File: src/rtl/pipe_scheduler_if.sv
// Bundle carrying the game-control inputs and column/score outputs of the pipe scheduler.
interface pipe_scheduler_if;
    logic        start;
    logic        tick;
    logic        gameover;
    logic [15:0] pipeRight;
    logic        colValid;
    logic [7:0]  score;
    logic        busy;

    modport master (
        output start, tick, gameover,
        input  pipeRight, colValid, score, busy
    );

    modport slave (
        input  start, tick, gameover,
        output pipeRight, colValid, score, busy
    );
endinterface

File: src/rtl/pipe_scheduler.sv
// Generates the scrolling pipe columns for the 16-row playfield: blank spacing
// columns, then solid pipe columns with an LFSR-placed flight gap; keeps score.
module pipe_scheduler #(
    parameter int         PIPE_WIDTH   = 2,
    parameter int         PIPE_SPACING = 6,
    parameter int         GAP_SIZE     = 4,
    parameter int         MIN_GAP_TOP  = 1,
    parameter logic [7:0] LFSR_SEED    = 8'hA5
) (
    input  logic            clkM,
    input  logic            reset,
    pipe_scheduler_if.slave bus
);
    // Number of legal gap positions that keep the gap MIN_GAP_TOP rows off both edges.
    localparam int GAP_RANGE = 16 - GAP_SIZE - 2 * MIN_GAP_TOP + 1;

    typedef enum logic [1:0] {
        IDLE  = 2'd0,
        SPACE = 2'd1,
        PIPE  = 2'd2,
        OVER  = 2'd3
    } state_t;

    state_t      state_q;
    logic [15:0] pipe_q;
    logic        col_vld_q;
    logic        busy_q;
    logic [7:0]  score_q;
    logic [7:0]  lfsr_q;
    logic [7:0]  lfsr_d;
    logic [3:0]  space_cnt_q;
    logic [3:0]  gap_top_q;
    logic [3:0]  gap_top_d;
    logic [2:0]  pipe_cnt_q;

    function automatic logic [7:0] sat_inc(input logic [7:0] v);
        return (v == 8'hFF) ? v : v + 8'd1;
    endfunction

    function automatic logic [15:0] gap_mask(input logic [3:0] top);
        logic [15:0] m;
        m = 16'hFFFF;
        for (int i = 0; i < 16; i++) begin
            if (i >= int'(top) && i < int'(top) + GAP_SIZE) m[i] = 1'b0;
        end
        return m;
    endfunction

    // Right-shifting Fibonacci form of x^8+x^6+x^5+x^4+1.
    assign lfsr_d    = {lfsr_q[0] ^ lfsr_q[2] ^ lfsr_q[3] ^ lfsr_q[4], lfsr_q[7:1]};
    assign gap_top_d = 4'(MIN_GAP_TOP + (int'(lfsr_q[3:0]) % GAP_RANGE));

    always_ff @(posedge clkM or negedge reset) begin
        if (!reset) begin
            state_q     <= IDLE;
            pipe_q      <= 16'h0000;
            col_vld_q   <= 1'b0;
            busy_q      <= 1'b0;
            score_q     <= 8'd0;
            lfsr_q      <= LFSR_SEED;
            space_cnt_q <= 4'd0;
            pipe_cnt_q  <= 3'd0;
            gap_top_q   <= 4'd0;
        end else begin
            col_vld_q <= 1'b0;
            case (state_q)
                IDLE: begin
                    if (bus.start) begin
                        state_q     <= SPACE;
                        busy_q      <= 1'b1;
                        score_q     <= 8'd0;
                        space_cnt_q <= 4'(PIPE_SPACING);
                    end
                end
                SPACE, PIPE: begin
                    // A collision cancels any column that would have issued this cycle.
                    if (bus.gameover) begin
                        state_q <= OVER;
                        busy_q  <= 1'b0;
                        pipe_q  <= 16'h0000;
                    end else if (bus.tick) begin
                        lfsr_q    <= lfsr_d;
                        col_vld_q <= 1'b1;
                        if (state_q == SPACE) begin
                            pipe_q      <= 16'h0000;
                            space_cnt_q <= space_cnt_q - 4'd1;
                            if (space_cnt_q == 4'd1) begin
                                state_q    <= PIPE;
                                pipe_cnt_q <= 3'(PIPE_WIDTH);
                                gap_top_q  <= gap_top_d;
                            end
                        end else begin
                            pipe_q     <= gap_mask(gap_top_q);
                            pipe_cnt_q <= pipe_cnt_q - 3'd1;
                            if (pipe_cnt_q == 3'd1) begin
                                state_q     <= SPACE;
                                space_cnt_q <= 4'(PIPE_SPACING);
                                score_q     <= sat_inc(score_q);
                            end
                        end
                    end
                end
                OVER: begin
                    if (bus.start && !bus.gameover) begin
                        state_q     <= SPACE;
                        busy_q      <= 1'b1;
                        score_q     <= 8'd0;
                        space_cnt_q <= 4'(PIPE_SPACING);
                    end
                end
                default: state_q <= IDLE;
            endcase
        end
    end

    assign bus.pipeRight = pipe_q;
    assign bus.colValid  = col_vld_q;
    assign bus.score     = score_q;
    assign bus.busy      = busy_q;
endmodule

File: src/flat_wrapper.sv
// flat-port wrapper written by rule: the top's interface ports become plain ports
module pipe_scheduler_flat 
#(
    parameter int         PIPE_WIDTH   = 2,
    parameter int         PIPE_SPACING = 6,
    parameter int         GAP_SIZE     = 4,
    parameter int         MIN_GAP_TOP  = 1,
    parameter logic [7:0] LFSR_SEED    = 8'hA5
)
  (clkM, reset, bus_start, bus_tick, bus_gameover, bus_pipeRight, bus_colValid, bus_score, bus_busy);
  pipe_scheduler_if bus_i ();
  input  logic clkM;
  input  logic reset;
  input wire logic [$bits(bus_i.start)-1:0] bus_start;
  input wire logic [$bits(bus_i.tick)-1:0] bus_tick;
  input wire logic [$bits(bus_i.gameover)-1:0] bus_gameover;
  output wire logic [$bits(bus_i.pipeRight)-1:0] bus_pipeRight;
  output wire logic [$bits(bus_i.colValid)-1:0] bus_colValid;
  output wire logic [$bits(bus_i.score)-1:0] bus_score;
  output wire logic [$bits(bus_i.busy)-1:0] bus_busy;
  assign bus_i.start = bus_start;
  assign bus_i.tick = bus_tick;
  assign bus_i.gameover = bus_gameover;
  assign bus_pipeRight = bus_i.pipeRight;
  assign bus_colValid = bus_i.colValid;
  assign bus_score = bus_i.score;
  assign bus_busy = bus_i.busy;
  pipe_scheduler #(.PIPE_WIDTH(PIPE_WIDTH), .PIPE_SPACING(PIPE_SPACING), .GAP_SIZE(GAP_SIZE), .MIN_GAP_TOP(MIN_GAP_TOP), .LFSR_SEED(LFSR_SEED)) u_core (.clkM(clkM), .reset(reset), .bus(bus_i));
endmodule
File: config.mk
export PLATFORM = sky130hd
export DESIGN_NAME = pipe_scheduler_flat
export DESIGN_NICKNAME = d
export VERILOG_FILES = /design/src/rtl/pipe_scheduler_if.sv /design/src/rtl/pipe_scheduler.sv /design/src/flat_wrapper.sv
export SDC_FILE = /design/constraint.sdc
export NUM_CORES = 1
export LEC_CHECK = 0
export ABC_AREA = 1
export BUFFER_PORTS_ARGS = -buffer_cell sky130_fd_sc_hd__buf_4
export CORE_ASPECT_RATIO = 0.8
export CORE_MARGIN = 8
export CORE_UTILIZATION = 30
export CTS_BUF_LIST = sky130_fd_sc_hd__clkbuf_4 sky130_fd_sc_hd__clkbuf_8
export CTS_CLUSTER_SIZE = 40
export DETAILED_ROUTE_END_ITERATION = 10
export GPL_TIMING_DRIVEN = 0
export SYNTH_ARGS = -nofsm -noshare
export SYNTH_HDL_FRONTEND = slang
export SYNTH_SLANG_ARGS = --single-unit
File: constraint.sdc
create_clock -name clkM -period 2 [get_ports clkM]
set_input_delay 0.1 -clock clkM [delete_from_list [all_inputs] [get_ports clkM]]
set_output_delay 0.1 -clock clkM [all_outputs]
set_load 0.02 [all_outputs]
Word level (Yosys, flattened, before mapping)
Index checks and enable logic that the tools add are counted.
{ "word_totals": {"inputBits": 5, "regBits": 47, "out_inout_bits": 26, "elab_cells": 148} }
{ "classes": {"add_sub_neg": 5, "n_reduce_logical": 28, "n_eq_ne": 19, "div_mod_pow": 1, "n_mux": 51, "n_lt_le_gt_ge": 31, "bitwise_logic": 4} }
{ "op_table": {"columns": ["op", "count"], "rows": [
  ["< comparator 5 x 32 -> 1 bit (first input constant)", 8],
  ["< comparator 4 x 32 -> 1 bit (first input constant)", 4],
  ["< comparator 3 x 32 -> 1 bit (first input constant)", 2],
  ["2-to-1 mux 8 bit", 7],
  ["2-to-1 mux 16 bit", 3],
  ["< comparator 1 x 32 -> 1 bit (first input constant)", 1],
  ["< comparator 2 x 32 -> 1 bit (first input constant)", 1],
  ["modulo 5 x 5 -> 32 bit (second input constant)", 1],
  [">= comparator 4 bit (first input constant)", 7],
  ["2-to-1 mux 4 bit", 6],
  ["one-hot mux 8 bit (3 select lines)", 1],
  ["2-to-1 mux 1 bit", 22],
  [">= comparator 3 x 4 -> 1 bit (first input constant)", 4],
  ["logical AND 1 bit", 16],
  ["AND reduction 5 bit", 3],
  ["2-to-1 mux 2 bit", 7],
  ["!= test 2 bit (second input constant)", 7],
  ["one-hot mux 4 bit (3 select lines)", 1],
  ["adder 8 x 1 -> 8 bit (second input constant)", 1],
  ["equality test 8 bit (second input constant)", 1],
  [">= comparator 1 x 4 -> 1 bit (first input constant)", 2],
  [">= comparator 2 x 4 -> 1 bit (first input constant)", 2],
  ["AND reduction 7 bit", 1],
  ["2-to-1 mux 3 bit", 2],
  ["24 further kinds", 29]
]} }

Depth between registers and ports, before layout
{ "logic_depth": {"depth_word": 7, "mapped_depth": 10, "mapped_depth_nobuf": 9} }

Worst setup path before layout
OpenSTA, ideal clock, no wires.
{ "synth_path": {"path_kind": "reg2reg", "from": "register u_core.state_q[0]", "to": "register u_core.pipe_q[3] (netlist: u_core.bus.pipeRight[3])", "period_less_slack_ns": 1.589, "setup_time_ns": 0.123, "path_stages_with_launch": 11, "required_ns": 1.877, "path_buffers": 3, "setup_slack_ns": 0.411, "t_arrival_ns": 1.466, "path_cell_list": "dfrtp_1 -> inv_1 -> ha_1 -> buf_4 -> inv_2 -> buf_6 -> a21oi_4 -> inv_2 -> buf_2 -> nand2_1 -> o31ai_2"} }
{ "synth_between": {"elab_chain_len": 4, "elab_cells_between_ends": 7, "classes_between": "eq/ne (2); mux (3); reduce/logical (2)"} }
{ "synth_rtl": {"columns": ["item", "line_no", "rtl"], "rows": [
  ["start, declared", "pipe_scheduler.sv:24", "state_t state_q;"],
  ["start signal, assigned", "pipe_scheduler.sv:55", "state_q <= IDLE;"],
  ["start signal, assigned", "pipe_scheduler.sv:69", "state_q <= SPACE;"],
  ["start signal, assigned", "pipe_scheduler.sv:78", "state_q <= OVER;"],
  ["equality test 2 x 1 -> 1 bit", "pipe_scheduler.sv:66, pipe_scheduler.sv:84", null],
  ["2-to-1 mux 16 bit", "pipe_scheduler.sv:84", "if (state_q == SPACE) begin"],
  ["2-to-1 mux 16 bit", "pipe_scheduler.sv:81", "end else if (bus.tick) begin"],
  ["2-to-1 mux 16 bit", "pipe_scheduler.sv:77", "if (bus.gameover) begin"],
  ["end signal, assigned", "pipe_scheduler.sv:93", "pipe_q <= gap_mask(gap_top_q);"],
  ["end, declared", "pipe_scheduler.sv:25", "logic [15:0] pipe_q;"]
]} }
Parallel ways exist; a longest one is shown, timed or not. The select of a mux whose other input is x is not followed.
A chain may end at the register's enable or synchronous reset.

Worst setup path after layout
{ "layout_path": {"from": "register u_core.state_q[0]", "to": "register u_core.score_q[0] (netlist: u_core.bus.score[0])"} }
{ "layout_between": {"elab_chain_len": 4, "elab_cells_between_ends": 14, "classes_between": "eq/ne (10); mux (1); reduce/logical (3)"} }
{ "layout_rtl": {"columns": ["item", "line_no", "rtl"], "rows": [
  ["equality test 2 bit or equality test 2 x 1 -> 1 bit (tied branches)", "pipe_scheduler.sv:66, pipe_scheduler.sv:84", null],
  ["OR reduction 2 bit", "pipe_scheduler.sv:66", "case (state_q)"],
  ["!= test 2 bit (no source line) or != test 2 x 1 -> 1 bit (tied branches)", null, null],
  ["AND reduction 7 bit (no source line)", null, null],
  ["end signal, assigned", "pipe_scheduler.sv:98", "score_q <= sat_inc(score_q);"],
  ["end, declared", "pipe_scheduler.sv:28", "logic [7:0] score_q;"]
]} }
Parallel ways exist; a longest one is shown, timed or not.

==> results.rst <==
.. list-table::
   :header-rows: 1

   * - Metric
     - Value
   * - Status
     - complete, no violations
   * - Fin. Hold Viols
     - 0
   * - Max-Slew Margin vs Limit
     - 0.598
   * - Antenna violations before repair
     - 0
   * - Deepest clock path buffer count
     - 2
   * - Post-synthesis sequential element count
     - between 40 and 50
   * - Synth Warn #
     - 0
   * - Post-synth design cell area
     - approximately 2700 µm²
   * - Worst reg-to-reg setup slack
     - 0.19 ns
   * - Placer's final routability congestion estimate
     - 0.806
   * - Worst clock skew
     - 0.0144 ns
   * - Startpoint of the tightest hold check path
     - bus_gameover
   * - Final critical-path share of the clock period
     - 0.907
   * - Clock latency of the later-clocked register in the worst-skew pair
     - 0.30 ns
   * - Fmax achieved
     - approximately 550 MHz
   * - Aggregate global routing overflow
     - 0
   * - CTS sink cnt
     - 47
   * - Starting utilization of the core area
     - 0.306
   * - Internal power summed over all cells
     - 2530 µW
   * - Clock-pin slew reported for the worst setup and hold paths after clock tree synthesis
     - 0.09 ns
   * - Mean instance size in the synthesized netlist
     - between 7 and 8 µm²
   * - Worst ir drop on vdd
     - 0.500 mV
   * - Net Sw Frac
     - 0.473
   * - Hold Path Depth
     - 4
   * - Area of placed instances
     - 3110 µm²
   * - Final-report setup violation count
     - 0
   * - Routed Antenna Nets
     - 0
   * - Final non-filler cell total
     - approximately 500
   * - Reg-to-Reg Start
     - u_core.state_q[0]$_DFFE_PN0P_
   * - Setup repair after global routing missed its margin
     - no
   * - Port Buffers
     - 30
   * - Syn_nets
     - 368
   * - Placed instance count
     - 490
   * - Number of buffers created by CTS
     - 5
   * - TritonRoute pass-1 iters
     - 6
   * - Switching component of the power
     - 2260 µW
   * - Total GRT Usage
     - 0.100
   * - Post-route DRC
     - 0
   * - WL final
     - ~6000 µm
   * - Crit path max fanout
     - 9
   * - Cell count after synthesis
     - between 300 and 400
   * - Fraction of final layout cells sized beyond drive strength 1
     - 0.188
   * - Kind of start point of the critical path
     - flip-flop
   * - Total half-perimeter wirelength after legalization and detailed placement
     - roughly 4300 µm
   * - Count of H-tree levels built during CTS
     - 2
   * - Number of fill cells in the layout
     - 927
   * - Detailed-route wire length per cell
     - 11.8 µm
   * - CTS tree
     - done
   * - Die X-Extent
     - 123 µm
   * - Total count of max-transition violations in the final report
     - 0
   * - Count of instances resized after the clock tree is built
     - 0
   * - Number of DRC markers after the initial detailed-route iteration
     - ~140
   * - Cell Pwr Density
     - 1490 nW/µm²
   * - Via density per instance
     - 4.55
   * - Die outline height
     - 101 µm
   * - Final core area utilization
     - 0.358
   * - Antenna diodes
     - 0
   * - Arrival time reported for the critical path endpoint
     - 2.05 ns
   * - Number of hold buffers added after cts
     - 1
   * - Die outline area
     - approximately 12000 µm²
   * - Clock period minus worst slack
     - 1.81 ns
   * - Setup fix buffers added after clock tree synthesis
     - 0
   * - Reg2reg end
     - u_core.bus.score[0]$_DFFE_PN0P_
   * - Library cell used as clock root buffer
     - sky130_fd_sc_hd__clkbuf_8
   * - Count of boundary I/O pins
     - 31
   * - Largest cells by area after synthesis
     - sky130_fd_sc_hd__dfrtp_1, sky130_fd_sc_hd__nand2_1, sky130_fd_sc_hd__ha_1
   * - Maximum number of pins on one net before global-route repair
     - 48
   * - Kind of path behind the tightest hold check
     - in2reg
   * - Proportion of power drawn by combinational gates
     - 0.544
   * - Yosys top cell by area
     - sky130_fd_sc_hd__dfrtp_1
   * - Actual slew at the worst max-slew pin
     - around 0.60 ns
   * - Detailed-route via count
     - 2269
   * - Max cap viols
     - 0
   * - Area share of the largest cell type after synthesis
     - 0.393
   * - Setup total negative slack
     - 0 ns
   * - Area of the core
     - between 8000 and 9000 µm²
   * - Num rows
     - 31
   * - Worst min-delay path endpoint
     - u_core.bus.busy$_DFFE_PN0P_
   * - Setup CP Type
     - reg2reg
   * - Vias in the first global route
     - 2186
   * - Kind of end point of the critical path
     - flip-flop
   * - Post-layout instance area
     - ~3200 µm²
   * - Data required time of the critical path
     - 2.24 ns
   * - Share of synthesized area occupied by flip-flops and latches
     - 0.431
   * - Area added between synthesis and finish
     - 17.2%
   * - Seq pwr share
     - 0.331
   * - Path depth of the worst reg2reg path
     - 10
   * - Post-synthesis cell type count
     - 33
   * - Global-route wire length before repair
     - 10400 µm
   * - Clock Power Share
     - 0.125
   * - Post-layout net count
     - 406
   * - Leakage power total
     - 0.00163 µW
-- kinds of logic (layout without fill, tap and decap cells) --
logic type,after synthesis,after routing,share of synthesized area
buffers and inverters,50,89,0.0777
XOR/XNOR,7,7,0.0224
adder cells (fa/ha/maj),18,18,0.0822
flip-flops,47,47,0.431
AND/OR/NAND/NOR,158,158,0.247
AO/OA/AOI/OAI,65,65,0.140
-- worst max path at each step --
stage	startpoint	end	slack [ns]	cells after the start
global route	u_core.state_q[0]$_DFFE_PN0P_	u_core.bus.score[0]$_DFFE_PN0P_	0.04	10
CTS	u_core.state_q[0]$_DFFE_PN0P_	u_core.bus.pipeRight[3]$_DFFE_PN0P_	0.18	10
detailed placement	u_core.state_q[0]$_DFFE_PN0P_	u_core.bus.pipeRight[3]$_DFFE_PN0P_	0.21	10
finish	u_core.state_q[0]$_DFFE_PN0P_	u_core.bus.score[0]$_DFFE_PN0P_	0.19	10
global placement	u_core.state_q[0]$_DFFE_PN0P_	u_core.bus.pipeRight[3]$_DFFE_PN0P_	0.23	10
floorplan	u_core.state_q[0]$_DFFE_PN0P_	u_core.bus.pipeRight[3]$_DFFE_PN0P_	0.41	10
-- Yosys cell counts --
| cell | number |
|---|---|
| sky130_fd_sc_hd__nand3b_1 | 1 |
| sky130_fd_sc_hd__o21ai_0 | 28 |
| sky130_fd_sc_hd__or2_2 | 1 |
| sky130_fd_sc_hd__buf_2 | 2 |
| sky130_fd_sc_hd__nor3_2 | 1 |
| sky130_fd_sc_hd__nand2_1 | 114 |
| sky130_fd_sc_hd__buf_4 | 2 |
| sky130_fd_sc_hd__o21ai_1 | 18 |
| sky130_fd_sc_hd__inv_1 | 37 |
| sky130_fd_sc_hd__nand2_2 | 3 |
| sky130_fd_sc_hd__a21oi_4 | 1 |
| sky130_fd_sc_hd__buf_6 | 2 |
| sky130_fd_sc_hd__a21oi_1 | 5 |
| sky130_fd_sc_hd__nand3_1 | 12 |
| sky130_fd_sc_hd__a22oi_1 | 1 |
| sky130_fd_sc_hd__nor2_1 | 15 |
| sky130_fd_sc_hd__nand3_2 | 1 |
| sky130_fd_sc_hd__o31ai_2 | 2 |
| sky130_fd_sc_hd__nor2_2 | 2 |
| sky130_fd_sc_hd__dfrtp_1 | 43 |
| sky130_fd_sc_hd__inv_2 | 7 |
| sky130_fd_sc_hd__o21bai_1 | 1 |
| sky130_fd_sc_hd__ha_1 | 18 |
| sky130_fd_sc_hd__o21ai_2 | 2 |
| sky130_fd_sc_hd__xnor2_1 | 5 |
| sky130_fd_sc_hd__nand4_1 | 4 |
| sky130_fd_sc_hd__o211ai_1 | 4 |
| sky130_fd_sc_hd__nor2_4 | 3 |
| sky130_fd_sc_hd__dfstp_2 | 4 |
| sky130_fd_sc_hd__xor2_1 | 2 |
| sky130_fd_sc_hd__a31o_2 | 1 |
| sky130_fd_sc_hd__nor3b_1 | 1 |
| sky130_fd_sc_hd__o31ai_1 | 2 |
-- power groups by stage --
stage / registers (µW) / clock network (µW) / logic (µW)
after floorplan: 1730 / 0 / 1720
after global placement: 1590 / 0 / 2570
after detailed placement: 1600 / 0 / 2620
after CTS: 1590 / 629 / 2640
after global routing: 1640 / 664 / 2980
final: 1590 / 601 / 2600
-- worst max-delay path, cell delays in order, from the launching register on --
cell,delay [ns]
sky130_fd_sc_hd__dfrtp_1,0.42
sky130_fd_sc_hd__inv_1,0.09
sky130_fd_sc_hd__ha_1,0.29
sky130_fd_sc_hd__buf_4,0.17
sky130_fd_sc_hd__nand2_1,0.07
sky130_fd_sc_hd__nor2_1,0.04
sky130_fd_sc_hd__nand2_1,0.07
sky130_fd_sc_hd__nand3_2,0.19
sky130_fd_sc_hd__nor2_4,0.26
sky130_fd_sc_hd__nand2_1,0.08
sky130_fd_sc_hd__nand2_1,0.07
-- flip-flops by register name, indices dropped and copies added, names as in the netlist --
name	cells
u_core.bus.busy	1
u_core.bus.colValid	1
u_core.bus.pipeRight	16
u_core.bus.score	8
u_core.gap_top_q	4
u_core.lfsr_q	8
u_core.pipe_cnt_q	3
u_core.space_cnt_q	4
u_core.state_q	2
-- routing by layer --
layer	vias to the layer above	GRT usage	routed length, µm
met4	0	0.0308	84
met5	-	0	0
met1	1057	0.139	2970
li1	1180	-	-
met3	6	0.0178	234
met2	26	0.154	2580
-- layout make-up --
type	count	area, µm²	share of cell area
Inverter	44	165	0.0515
Sequential cell	47	1180	0.368
Buffer	6	47.5	0.0148
Timing Repair Buffer	31	235	0.0733
Tap cell	115	144	0.0448
Clock buffer	8	91.3	0.0285
Multi-Input combinational cell	248	1350	0.419
-- cells in the final DEF, fill, tap and decap left out, drive strengths merged, types with 2 or more instances in the layout --
cell type,netlist,routed
nor2,20,20
o21ai,48,48
nand3,13,13
nand4,4,4
xor2,2,2
a21oi,6,6
nand2,117,117
dfrtp,43,43
inv,44,44
xnor2,5,5
clkbuf,0,8
ha,18,18
dfstp,4,4
buf,6,36
o211ai,4,4
o31ai,4,4
-- stage by stage --
step | setup WS, ns | hold WS, ns | total power [µW]
3_3_place_gp | 0.232 | 0.150 | 4160
5_1_grt | 0.0438 | 0.193 | 5290
2_1_floorplan | 0.411 | -0.196 | 3440
6_report | 0.186 | 0.163 | 4790
3_5_place_dp | 0.215 | 0.159 | 4230
4_1_cts | 0.179 | 0.157 | 4860
Power figures use the tool's default switching activity.
